[config.mk]
export PLATFORM = sky130hd
export DESIGN_NAME = decode_stage
export DESIGN_NICKNAME = d
export VERILOG_FILES = /design/src/rtl/rv_decode_pkg.sv /design/src/rtl/decode_stage_imm_gen.sv /design/src/rtl/decode_stage.sv
export SDC_FILE = /design/constraint.sdc
export NUM_CORES = 1
export LEC_CHECK = 0
export ABC_CLOCK_PERIOD_IN_PS = 5000
export BUFFER_PORTS_ARGS = -buffer_cell sky130_fd_sc_hd__buf_2
export CORE_UTILIZATION = 50
export DETAILED_ROUTE_END_ITERATION = 16
export PLACE_DENSITY = 0.95
export SLEW_MARGIN = 5
export SYNTH_ARGS = -nofsm -noshare
export SYNTH_HDL_FRONTEND = slang
export SYNTH_SLANG_ARGS = --single-unit
[constraint.sdc]
create_clock -name clk -period 5 [get_ports clk]
set_input_delay 1 -clock clk [delete_from_list [all_inputs] [get_ports clk]]
set_output_delay 1 -clock clk [all_outputs]
set_load 0.01 [all_outputs]
[src/rtl/rv_decode_pkg.sv]
// Shared definitions for the RV64IM decode stage.
//  - Opcode constants for the base integer ISA (plus the W-variants).
//  - Instruction class codes reported on out_type.
//  - funct7 values that separate base, alternate (SUB/SRA) and M-extension ops.
//  - Immediate format selector used between the decoder and imm_gen.
package rv_decode_pkg;

  localparam logic [6:0] OPC_LOAD      = 7'b0000011;
  localparam logic [6:0] OPC_OP_IMM    = 7'b0010011;
  localparam logic [6:0] OPC_AUIPC     = 7'b0010111;
  localparam logic [6:0] OPC_OP_IMM_32 = 7'b0011011;
  localparam logic [6:0] OPC_STORE     = 7'b0100011;
  localparam logic [6:0] OPC_OP        = 7'b0110011;
  localparam logic [6:0] OPC_LUI       = 7'b0110111;
  localparam logic [6:0] OPC_OP_32     = 7'b0111011;
  localparam logic [6:0] OPC_BRANCH    = 7'b1100011;
  localparam logic [6:0] OPC_JALR      = 7'b1100111;
  localparam logic [6:0] OPC_JAL       = 7'b1101111;

  localparam logic [3:0] TYPE_ILLEGAL   = 4'd0;
  localparam logic [3:0] TYPE_R         = 4'd1;
  localparam logic [3:0] TYPE_I_ALU     = 4'd2;
  localparam logic [3:0] TYPE_LOAD      = 4'd3;
  localparam logic [3:0] TYPE_S         = 4'd4;
  localparam logic [3:0] TYPE_B         = 4'd5;
  localparam logic [3:0] TYPE_JAL       = 4'd6;
  localparam logic [3:0] TYPE_JALR      = 4'd7;
  localparam logic [3:0] TYPE_LUI       = 4'd8;
  localparam logic [3:0] TYPE_AUIPC     = 4'd9;
  localparam logic [3:0] TYPE_OP_32     = 4'd10;
  localparam logic [3:0] TYPE_OP_IMM_32 = 4'd11;
  localparam logic [3:0] TYPE_MEXT      = 4'd12;

  localparam logic [6:0] FUNCT7_BASE = 7'h00;
  localparam logic [6:0] FUNCT7_ALT  = 7'h20;
  localparam logic [6:0] FUNCT7_MEXT = 7'h01;

  typedef enum logic [2:0] {
    IMM_NONE,
    IMM_I,
    IMM_SHAMT,
    IMM_S,
    IMM_B,
    IMM_U,
    IMM_J
  } imm_fmt_e;

  // Register-register funct7 check: 0x20 only selects SUB (funct3 000)
  // and SRA (funct3 101); every other op must use the base funct7.
  function automatic logic r_funct_ok(input logic [6:0] funct7, input logic [2:0] funct3);
    return (funct7 == FUNCT7_BASE) ||
           ((funct7 == FUNCT7_ALT) && ((funct3 == 3'b000) || (funct3 == 3'b101)));
  endfunction

endpackage

[src/rtl/decode_stage_imm_gen.sv]
// imm_gen: combinational immediate builder.
//  instr  in   32    raw instruction
//  fmt    in   enum  immediate format chosen by the decoder
//  imm    out  XLEN  immediate, sign-extended from its top bit (shamt zero-extended)
module imm_gen
  import rv_decode_pkg::*;
#(
  parameter int XLEN = 64
) (
  input  logic [31:0]     instr,
  input  imm_fmt_e        fmt,
  output logic [XLEN-1:0] imm
);

  // Built at 64 bits and truncated, so the XLEN=32 build needs no
  // zero-width replications.
  logic [63:0] imm64;

  // NOTE: every combinational output gets a default before the case so no
  // path leaves it unassigned (which would infer a latch).
  always_comb begin
    imm64 = '0;
    case (fmt)
      IMM_I:     imm64 = {{52{instr[31]}}, instr[31:20]};
      IMM_SHAMT: imm64 = (XLEN == 64) ? {58'b0, instr[25:20]} : {59'b0, instr[24:20]};
      IMM_S:     imm64 = {{52{instr[31]}}, instr[31:25], instr[11:7]};
      IMM_B:     imm64 = {{51{instr[31]}}, instr[31], instr[7], instr[30:25], instr[11:8], 1'b0};
      IMM_U:     imm64 = {{32{instr[31]}}, instr[31:12], 12'b0};
      IMM_J:     imm64 = {{43{instr[31]}}, instr[31], instr[19:12], instr[20], instr[30:21], 1'b0};
      default:   imm64 = '0;
    endcase
  end

  assign imm = imm64[XLEN-1:0];

endmodule

[src/rtl/decode_stage.sv]
// decode_stage: registered RV64IM decode stage between fetch and execute.
// Holds one decoded entry behind a valid/ready handshake; flush drops both
// the held entry and whatever is presented this cycle.
//  clk, rst_n                 clock, synchronous active-low reset
//  flush                      drop held entry and current input
//  in_valid/in_ready          fetch handshake; in_instr, in_pc payload
//  out_valid/out_ready        execute handshake
//  out_pc, out_type, out_imm  registered PC, class code, immediate
//  out_opcode..out_funct7     raw instruction fields of the held entry
//  out_illegal                held entry is an illegal encoding
// Build option: define RV_MEXT_EN to decode MUL/DIV (and W forms on RV64).
module decode_stage
  import rv_decode_pkg::*;
#(
  parameter int XLEN = 64,
  parameter int PC_W = 64
) (
  input  logic            clk,
  input  logic            rst_n,
  input  logic            flush,
  input  logic            in_valid,
  output logic            in_ready,
  input  logic [31:0]     in_instr,
  input  logic [PC_W-1:0] in_pc,
  output logic            out_valid,
  input  logic            out_ready,
  output logic [PC_W-1:0] out_pc,
  output logic [3:0]      out_type,
  output logic [6:0]      out_opcode,
  output logic [4:0]      out_rd,
  output logic [2:0]      out_funct3,
  output logic [4:0]      out_rs1,
  output logic [4:0]      out_rs2,
  output logic [6:0]      out_funct7,
  output logic [XLEN-1:0] out_imm,
  output logic            out_illegal
);

`ifdef RV_MEXT_EN
  localparam bit MEXT_EN = 1'b1;
`else
  localparam bit MEXT_EN = 1'b0;
`endif

  logic [6:0]      opc;
  logic [2:0]      f3;
  logic [6:0]      f7;
  logic [3:0]      dec_type;
  imm_fmt_e        dec_fmt;
  logic [XLEN-1:0] dec_imm;
  logic [31:0]     held_instr;

  assign opc = in_instr[6:0];
  assign f3  = in_instr[14:12];
  assign f7  = in_instr[31:25];

  // Unknown opcodes, instr[1:0] != 2'b11 and the all-zero word all fall
  // through to the default illegal classification.
  always_comb begin
    dec_type = TYPE_ILLEGAL;
    dec_fmt  = IMM_NONE;
    case (opc)
      OPC_OP: begin
        if (r_funct_ok(f7, f3))                   dec_type = TYPE_R;
        else if (MEXT_EN && (f7 == FUNCT7_MEXT))  dec_type = TYPE_MEXT;
      end
      OPC_OP_32: begin
        if (XLEN == 64) begin
          if (r_funct_ok(f7, f3))                  dec_type = TYPE_OP_32;
          else if (MEXT_EN && (f7 == FUNCT7_MEXT)) dec_type = TYPE_MEXT;
        end
      end
      OPC_OP_IMM: begin
        dec_type = TYPE_I_ALU;
        dec_fmt  = ((f3 == 3'b001) || (f3 == 3'b101)) ? IMM_SHAMT : IMM_I;
      end
      OPC_OP_IMM_32: begin
        if (XLEN == 64) begin
          dec_type = TYPE_OP_IMM_32;
          dec_fmt  = IMM_I;
        end
      end
      OPC_LOAD: begin
        if (f3 != 3'b111) begin
          dec_type = TYPE_LOAD;
          dec_fmt  = IMM_I;
        end
      end
      OPC_STORE: begin
        if (f3 <= 3'b011) begin
          dec_type = TYPE_S;
          dec_fmt  = IMM_S;
        end
      end
      OPC_BRANCH: begin
        if ((f3 != 3'b010) && (f3 != 3'b011)) begin
          dec_type = TYPE_B;
          dec_fmt  = IMM_B;
        end
      end
      OPC_JALR: begin
        if (f3 == 3'b000) begin
          dec_type = TYPE_JALR;
          dec_fmt  = IMM_I;
        end
      end
      OPC_JAL:   begin dec_type = TYPE_JAL;   dec_fmt = IMM_J; end
      OPC_LUI:   begin dec_type = TYPE_LUI;   dec_fmt = IMM_U; end
      OPC_AUIPC: begin dec_type = TYPE_AUIPC; dec_fmt = IMM_U; end
      default: ;
    endcase
  end

  imm_gen #(.XLEN(XLEN)) u_imm_gen (
    .instr (in_instr),
    .fmt   (dec_fmt),
    .imm   (dec_imm)
  );

  assign in_ready = !out_valid || out_ready;

  // NOTE: sequential state uses non-blocking assignments so every register
  // samples the pre-edge values regardless of statement order.
  always_ff @(posedge clk) begin
    if (!rst_n) begin
      out_valid  <= 1'b0;
      held_instr <= '0;
      out_pc     <= '0;
      out_type   <= TYPE_ILLEGAL;
      out_imm    <= '0;
    end else if (flush) begin
      out_valid <= 1'b0;
    end else if (in_valid && in_ready) begin
      out_valid  <= 1'b1;
      held_instr <= in_instr;
      out_pc     <= in_pc;
      out_type   <= dec_type;
      out_imm    <= dec_imm;
    end else if (out_ready) begin
      out_valid <= 1'b0;
    end
  end

  assign out_opcode  = held_instr[6:0];
  assign out_rd      = held_instr[11:7];
  assign out_funct3  = held_instr[14:12];
  assign out_rs1     = held_instr[19:15];
  assign out_rs2     = held_instr[24:20];
  assign out_funct7  = held_instr[31:25];
  // Qualified by out_valid so an empty stage never reports illegal.
  assign out_illegal = out_valid && (out_type == TYPE_ILLEGAL);

endmodule

==> Word level (Yosys, flattened, before mapping) <==
Index checks and enable logic that the tools add are counted.
{ "totals": {"reg_bits": 165, "in_bits": 101, "out_inout_bits": 167, "wordCells": 63} }
{ "op_classes": {"order_cmp": 1, "n_eq_ne": 23, "muxes": 16, "bitwise_logic": 2, "n_reduce_logical": 16} }
{ "op_table": {"columns": ["cell", "count"], "rows": [
  ["one-hot mux 64 bit (6 select lines)", 1],
  ["one-hot mux 4 bit (11 select lines)", 1],
  ["equality test 7 x 6 -> 1 bit (second input constant)", 5],
  ["one-hot mux 3 bit (8 select lines)", 1],
  ["equality test 7 x 5 -> 1 bit (second input constant)", 3],
  ["equality test 7 bit (second input constant)", 3],
  ["equality test 3 bit (second input constant)", 4],
  ["two-way mux 3 bit", 4],
  ["equality test 7 x 2 -> 1 bit (second input constant)", 1],
  ["zero test 7 bit", 1],
  ["equality test 3 x 1 -> 1 bit (second input constant)", 2],
  ["equality test 3 x 2 -> 1 bit (second input constant)", 2],
  ["two-way mux 2 bit", 3],
  ["inequality test 3 x 2 -> 1 bit (second input constant)", 2],
  ["two-way mux 1 bit", 5],
  ["logical AND 1 bit", 4],
  ["zero test 4 bit", 1],
  ["logical OR 1 bit", 4],
  ["two-way mux 4 bit", 1],
  ["OR reduction 2 bit", 2],
  ["less-or-equal comparator 3 x 2 -> 1 bit (second input constant)", 1],
  ["zero test 3 bit", 1],
  ["inequality test 3 bit (second input constant)", 1],
  ["inverter 1 bit", 2],
  ["other kinds (3)", 3]
]} }

==> Depth between registers and ports, before layout <==
Gate-level depths: netlist (run 1).
{ "depth": {"ltp_word": 6, "mapped_depth": 9, "depth_no_buf": 7} }

==> Cells and area by module <==
From an unflattened synthesis (run 1), not the netlist that was laid out.
{ "unflattened": {"hier_cells": 907, "area_unflattened_um2": 7136.8} }
{ "modules_own_cells": {"columns": ["module", "n_inst", "cells_per_inst", "area_each_um2", "seq_area_each_um2"], "rows": [
  ["decode_stage", 1, 779, 6132.1, 3303.2],
  ["imm_gen", 1, 128, 1004.7, 0.0]
]} }

==> Worst setup path after synthesis (run 1) <==
Ideal clock, no wire load.
{ "synth_timing": {"kind": "input port to flip-flop", "startpoint": "input port in_instr[14]", "endpoint": "register out_imm[21]", "setup_time_ns": 0.087, "arrival_time_ns": 2.686, "required_time_ns": 4.913, "slack_ns": 2.227, "stages": 8, "n_path_buf": 2, "cell_sequence": "clkbuf_1 > inv_1 > o2111a_1 > nor4_1 > a21boi_4 > o21ai_2 > buf_6 > a221oi_2"} }
{ "synth_via": {"elab_chain_len": 6, "elab_cells_between_ends": 22, "cone_classes": "order compare (1); eq/ne (11); mux (7); reduce/logical (3)"} }
{ "synth_rtl": {"columns": ["element", "line", "rtl"], "rows": [
  ["start, declared", "decode_stage.sv:23", "input logic [31:0] in_instr,"],
  ["parallel branches: the longest is 3 deep, another holds less-or-equal comparator 3 x 2 -> 1 bit", null, null],
  ["one-hot mux 3 bit (8 select lines) *", "decode_stage.sv:62", "case (opc)"],
  ["equality test 3 bit (tied with other cells)", "decode_stage_imm_gen.sv:23", "case (fmt)"],
  ["one-hot mux 64 bit (6 select lines) *", "decode_stage_imm_gen.sv:23", null],
  ["end signal, assigned", "decode_stage.sv:138", "out_imm <= dec_imm;"],
  ["end, declared", "decode_stage.sv:35", "output logic [XLEN-1:0] out_imm,"]
]} }
Mark *: on every way between the ends.
A chain may end at the register's enable or synchronous reset.

==> Final worst setup path (run 1) <==
{ "layout_timing": {"startpoint": "input port in_instr[3]", "endpoint": "register out_imm[27]"} }
{ "layout_via": {"elab_chain_len": 5, "elab_cells_between_ends": 18, "cone_classes": "eq/ne (15); mux (2); reduce/logical (1)"} }
{ "layout_rtl": {"columns": ["element", "line"], "rows": [
  ["equality test 7 x 5 -> 1 bit or equality test 7 x 6 -> 1 bit (tied branches)", "decode_stage.sv:62"],
  ["OR reduction 2 bit (no source line)", null],
  ["one-hot mux 3 bit (8 select lines) *", "decode_stage.sv:62"],
  ["equality test 3 bit (tied with other cells)", "decode_stage_imm_gen.sv:23"],
  ["one-hot mux 64 bit (6 select lines) *", "decode_stage_imm_gen.sv:23"]
]} }
Mark *: on every way between the ends. The rest lies on a longest branch, timed or not.

==> flow_summary.yaml, run 1 <==
worst_setup_path:
  r2r_end: "out_imm[19]$_SDFFE_PN0P_"
  r2r_cells: 7
  startpoint: "in_instr[3]"
  crit_chain: "buf_2 -> and3b_1 -> and3_1 -> nor4_1 -> a21boi_4 -> o21ai_2 -> a221oi_2"
  critPathCaptureType: "flop"
  reg2reg_slack_ns: 2.52
  critPathLaunchType: "primary input"
  worst-path-max-fanout: 13
  path_class: "primary input to flop"
  crit_required_ns: 5.35
  cpMaxStageDelayCell: "o21ai_2"
  cp_num_buf_inv: 1
  cp.arrival_ns: 3.07
  crit_path_max_incr_delay_ns: 0.63
  r2r_start: "out_valid$_SDFFE_PP0P_"
  crit_family: "simple AND/OR/NAND/NOR gates"
final_layout:
  fill_cells: 889
  drive_gt1_share_pct: 35.7
  nNetsFinal: 998
  multi_input_area_mm2: 0.00244
  stdcell_count: 1050
  ff_latch_area_mm2: 0.00266
  n_antenna_cell: 0
  syn_to_final_growth_pct: 30.8
floorplanning:
  die_x_um: 108
  io_pins: 268
  die_h_um: 108
  rows: 38
  core_mm2: 0.0108
  start_util_pct: 51.4
  dieArea_mm2: 0.0116
detailed_routing:
  wl_um: 16600
  vias_per_cell: 5.45
  dr.pass1.iters: 6
  drt_iter0_drc: 529
  wl_per_cell_um: 15.9
  vias: 5724
  drc_errors: 0
  detail-route-antenna-nets: 0
timing:
  maxSlewViolCount: 0
  grt_setup_unrepaired: "false"
  finalSetupViolations: 0
  tightest_slew_ns: 1.05
  max_freq_mhz: 368
  slew_headroom_pct: 30.0
  post-route-min-period_ns: 2.72
  skew_ns: 0.0104
  setup_tns_ns: 0
  hold_viol_final: 0
  period_share_pct: 54.4
pwr:
  p_clk_share_pct: 47.7
  leakagePower_nw: 3.32
  ir_drop_mv: 0.319
  intPower_w: 0.00198
  seqPwrFrac_pct: 42.8
  p_sw_w: 0.000637
  netSwitchingFraction_pct: 24.4
  powerDensity_mw_per_mm2: 359
  p_comb_share_pct: 9.4
run_status:
  outcome: "completed"
hold_path:
  min_path_cells: 2
  hold_end: "out_pc[5]$_SDFFE_PN0P_"
  min_from: "out_pc[5]$_SDFFE_PN0P_"
  min_path_type: "flop to flop"
logic_synthesis:
  synth_top_family_by_area: "compound AO/OA/AOI/OAI gates"
  ys_types: 51
  syn_avg_cell_area_um2: 8.07
  synth-seq-cells: 133
  yosys_warnings: 0
  synthCells: 690
  synth_fa_ha_area_share_pct: 0
  yosys.area_share.simple_pct: 21.6
  syn_area_mm2: 0.00557
  synth_xor_area_share_pct: 0.157
  synth_fp_nets: 791
  synth-compound-area-share_pct: 22.0
  synthMuxAreaShare_pct: 0
  ys_async_sr_fraction_pct: 0
  synthFlopType: "dfxtp_1"
  synth-edff-count: 0
  ys_seq_area_share_pct: 47.8
grt:
  busiest_layer: "met2"
  met3_usage_pct: 6.54
  use_met1_pct: 34.0
  use_met2_pct: 46.9
  grt.overflow.total: 0
  grt_max_degree: 137
  track_usage_pct: 28.1
  grt_pass1_wl_um: 25200
  antenna_found_initial: 0
  grt_pass1_vias: 5075
cts:
  cts_resized: 0
  clk_path_buf_depth: 2
  htreeDepth: 4
  postCtsHoldBufs: 0
  cts_buffers: 17
  clock_tree.root_cell: "clkbuf_8"
  cts_setup_buffers: 0
  cts.sinks: 133
  clk_pin_slew_worst_paths_ns: 0.06
  clock_latency_ns: 0.52
  cts_tree: "yes"
place:
  dp.cells: 1018
  port_buffers: 267
  place_hpwl_um: 11400
  gp_congestion: 0.848
flow_run:
  cap_violations: 0
## worst max-delay path by stage
stage	slack [ns]	endpoint	cells past startpoint
floorplan	2.23	out_imm[21]$_SDFFE_PN0P_	8
global placement	1.89	out_imm[29]$_SDFFE_PN0P_	7
detailed placement	1.78	out_imm[3]$_SDFFE_PN0P_	7
CTS	2.32	out_imm[41]	1
global route	2.13	out_imm[61]	1
finish	2.28	out_imm[27]$_SDFFE_PN0P_	7
## synth_stat cells, types with 2 or more instances
master     instances  area [um2]
nand2_1          230         863
dfxtp_1          133        2660
a21oi_1           98         490
clkbuf_1          42         158
buf_4             33         248
o21ai_0           18        90.1
a22oi_1           15         113
a221oi_2          14         210
nand3_1           12        60.1
a221oi_1          11        96.3
a21boi_0          10        75.1
nor2_1             9        33.8
buf_1              6        22.5
inv_1              6        22.5
nand3b_1           4        30.0
nor3_1             4        20.0
nor2b_1            3        18.8
nor4_1             3        18.8
a31oi_1            2        12.5
nand4_1            2        12.5
nor4bb_1           2        20.0
o2111ai_1          2        17.5
o21ai_2            2        17.5
or3b_1             2        17.5
## final cells by class
type                            instances  area share [%]
Sequential cell                       133            36.5
Multi-Input combinational cell        467            33.5
Timing Repair Buffer                  271            18.9
Clock buffer                           20            6.11
Tap cell                              140            2.40
Clock inverter                         12            2.10
Inverter                                7           0.395
## flip-flops by register name, indices dropped and copies added (netlist names)
| signal | count |
|---|---|
| out_pc | 64 |
| held_instr | 32 |
| out_imm | 32 |
| out_type | 4 |
| out_valid | 1 |
## per-stage QoR
step                hold WS [ns]  util (%)  instance area (um2)  setup WS (ns)  total power [W]
finish                     0.450      67.2                 7290           2.28          0.00261
global route               0.469      67.2                 7290           2.13          0.00270
CTS                        0.452      67.2                 7290           2.32          0.00263
detailed placement         0.443      61.7                 6690           1.78          0.00138
global placement           0.439      61.7                 6690           1.89          0.00138
floorplan                  0.481         -                 5570           2.23          0.00127
## worst register-to-register path, delay by kind of cell, from the launching register on
family	cells	cell delay, ns
and+or+nand+nor	3	0.97
buffers and inverters	2	0.60
AOI/OAI and AO/OA	2	0.44
DFF	1	0.38
## placed cells by master, fill, tap and decap left out, types with 3 or more instances in the layout
master and instances:
a21boi_0 10, a21oi_1 98, a221oi_1 11, a221oi_2 14
a22oi_1 15, buf_2 267, buf_4 3, bufinv_16 3
clkbuf_16 16, clkbuf_8 3, clkinv_2 3, clkinvlp_4 4
dfxtp_1 133, inv_1 6, nand2_1 230, nand3_1 12
nand3b_1 4, nor2_1 9, nor2b_1 3, nor3_1 4
nor4_1 3, o21ai_0 18
## cells by family (layout without fill, tap and decap cells)
family	after synthesis	in the layout
xor gates and xnor gates	1	1
DFF	133	133
buffers and inverters	90	310
and+or+nand+nor	284	284
AOI/OAI and AO/OA	182	182
## routing by layer
metal | vias up | routed length, um
met3 | 36 | 1050
met2 | 251 | 8400
li1 | 2745 | -
met1 | 2692 | 6710
met5 | - | 0
met4 | 0 | 487
## power by group through the flow
stage                     clock network (W)  registers, W  logic (W)
after floorplan                           0       0.00116   0.000110
after global placement                    0       0.00114   0.000239
after detailed placement                  0       0.00114   0.000244
after CTS                           0.00127       0.00112   0.000245
after global routing                0.00131       0.00112   0.000270
final                               0.00125       0.00112   0.000246
(Power assumes the default switching activity.)
==> run 2: changes to the inputs <==
ABC_CLOCK_PERIOD_IN_PS = 2500   (was 5000)
CORE_UTILIZATION = 42   (was 50)
PLACE_DENSITY = 0.87   (was 0.95)
clock period = 2.5 ns   (was 5 ns; I/O delays follow)
==> flow_summary.yaml, run 2 (synthesis gave the netlist of run 1 again) <==
run_status:
  outcome: "completed"
cts:
  cts.sinks: 133
  clock_tree.root_cell: "clkbuf_16"
  clk_path_buf_depth: 2
  cts_tree: "yes"
  clk_pin_slew_worst_paths_ns: 0.05
  clock_latency_ns: 0.41
  htreeDepth: 4
  postCtsHoldBufs: 0
  cts_setup_buffers: 0
  cts_buffers: 17
  cts_resized: 0
detailed_routing:
  detail-route-antenna-nets: 0
  drc_errors: 0
  dr.pass1.iters: 6
  wl_per_cell_um: 15.2
  drt_iter0_drc: 365
  vias_per_cell: 5.14
  wl_um: 16600
  vias: 5624
place:
  place_hpwl_um: 11900
  port_buffers: 267
  gp_congestion: 0.863
pwr:
  leakagePower_nw: 3.40
  intPower_w: 0.00385
  netSwitchingFraction_pct: 24.7
  p_comb_share_pct: 10.1
  ir_drop_mv: 0.500
  p_sw_w: 0.00126
  powerDensity_mw_per_mm2: 685
  seqPwrFrac_pct: 43.8
  p_clk_share_pct: 46.1
floorplanning:
  dieArea_mm2: 0.0137
  die_h_um: 117
  die_x_um: 117
  rows: 41
  start_util_pct: 43.6
  core_mm2: 0.0128
  io_pins: 268
timing:
  tightest_slew_ns: 0.858
  maxSlewViolCount: 0
  finalSetupViolations: 0
  setup_tns_ns: 0
  period_share_pct: 88.3
  hold_viol_final: 0
  max_freq_mhz: 453
  grt_setup_unrepaired: "false"
  slew_headroom_pct: 42.2
  post-route-min-period_ns: 2.21
  skew_ns: 0.00595
final_layout:
  drive_gt1_share_pct: 36.6
  finish.utilization_pct: 58.4
  syn_to_final_growth_pct: 33.9
  regMostFlops: "out_pc"
  final_common_cell: "buf_2"
  nNetsFinal: 1011
  n_antenna_cell: 0
  fill_cells: 1166
  most-common-layout-cells: "buf_2, nand2_1, dfxtp_1, a21oi_1, o21ai_0"
  reg_top3: "out_pc x64, held_instr x32, out_imm x32"
  largest_register_ffs: 64
worst_setup_path:
  worst-path-max-fanout: 11
  crit_top_cell: "or3b_1"
  crit_family: "simple AND/OR/NAND/NOR gates"
  path_class: "primary input to flop"
  cp_num_buf_inv: 1
  cpMaxStageDelayCell: "or3b_1"
  crit_path_max_incr_delay_ns: 0.42
  crit_required_ns: 2.82
  critPathCaptureType: "flop"
  r2r_cells: 7
  crit_chain: "buf_2 -> or3b_1 -> or3b_1 -> and3_4 -> a21boi_4 -> o21ai_2 -> a221oi_2"
  path_depth: 7
  cp.arrival_ns: 2.52
  critPathLaunchType: "primary input"
hold_path:
  min_path_cells: 2
  min_path_type: "primary input to flop"
grt:
  antenna_found_initial: 0
  grt_pass1_wl_um: 24500
  grt_max_degree: 72
  grt_pass1_vias: 4878
  track_usage_pct: 23.5
  grt.overflow.total: 0
flow_run:
  cap_violations: 0
[run 2: changes by cell type in the layout (fill, tap and decap cells not counted), sizes merged]
cell,before,now
clkinv,4,6
inv,8,7
clkinvlp,4,3
bufinv,3,1
clkbuf,20,21
buf,271,284
[run 2: path summary, 6_finish.rpt]
path | start | endpoint | slack, ns
worst max-delay path | in_instr[5] | out_imm[20]$_SDFFE_PN0P_ | 0.29
worst min-delay path | flush | out_valid$_SDFFE_PP0P_ | 0.32
worst max register to register | out_valid$_SDFFE_PP0P_ | out_imm[18]$_SDFFE_PN0P_ | 0.59
worst min register to register | held_instr[26]$_SDFFE_PN0P_ | held_instr[26]$_SDFFE_PN0P_ | 0.45
[run 2: stage by stage]
step / total power, W / setup slack (ns) / instances / hold slack (ns) / instance area, um2
after floorplan: 0.00254 / 0.227 / 690 / 0.481 / 5570
after global placement: 0.00279 / -0.0454 / 1063 / 0.439 / 6890
after detailed placement: 0.00280 / -0.0695 / 1063 / 0.443 / 6890
after CTS: 0.00516 / 0.331 / 1094 / 0.301 / 7460
after global routing: 0.00531 / 0.124 / 1094 / 0.312 / 7460
final: 0.00511 / 0.293 / 1094 / 0.323 / 7460
[run 2: power by group through the flow]
stage / sequential [W] / clock, W / combinational [W]
after floorplan: 0.00232 / 0 / 0.000220
after detailed placement: 0.00228 / 0 / 0.000515
after CTS: 0.00224 / 0.00241 / 0.000517
after global placement: 0.00228 / 0 / 0.000508
final: 0.00224 / 0.00235 / 0.000515
after global routing: 0.00225 / 0.00249 / 0.000572
[run 2: layout make-up]
cell class | count | area, um2 | area share, %
sequential | 133 | 2660 | 35.7
multi-input combinational | 467 | 2440 | 32.7
timing repair buffer | 284 | 1540 | 20.6
clock buffer | 21 | 470 | 6.31
tap | 172 | 215 | 2.88
clock inverter | 10 | 101 | 1.36
inverter | 7 | 28.8 | 0.386
[run 2: per-layer routing]
| layer | global-route usage [%] | vias up | share of wire (%) |
|---|---|---|---|
| met5 | 0 | - | 0 |
| met4 | 11.1 | 0 | 2.6 |
| met3 | 6.02 | 33 | 5.7 |
| met2 | 40.0 | 222 | 50 |
| met1 | 27.6 | 2605 | 42 |
| li1 | - | 2764 | - |
[run 2: worst reg2reg max path: cells and delay by family, from the launching register on]
kind,cells,cell delay (ns)
and+or+nand+nor,3,0.66
DFF,1,0.38
AOI/OAI and AO/OA,2,0.43
buffers and inverters,2,0.37
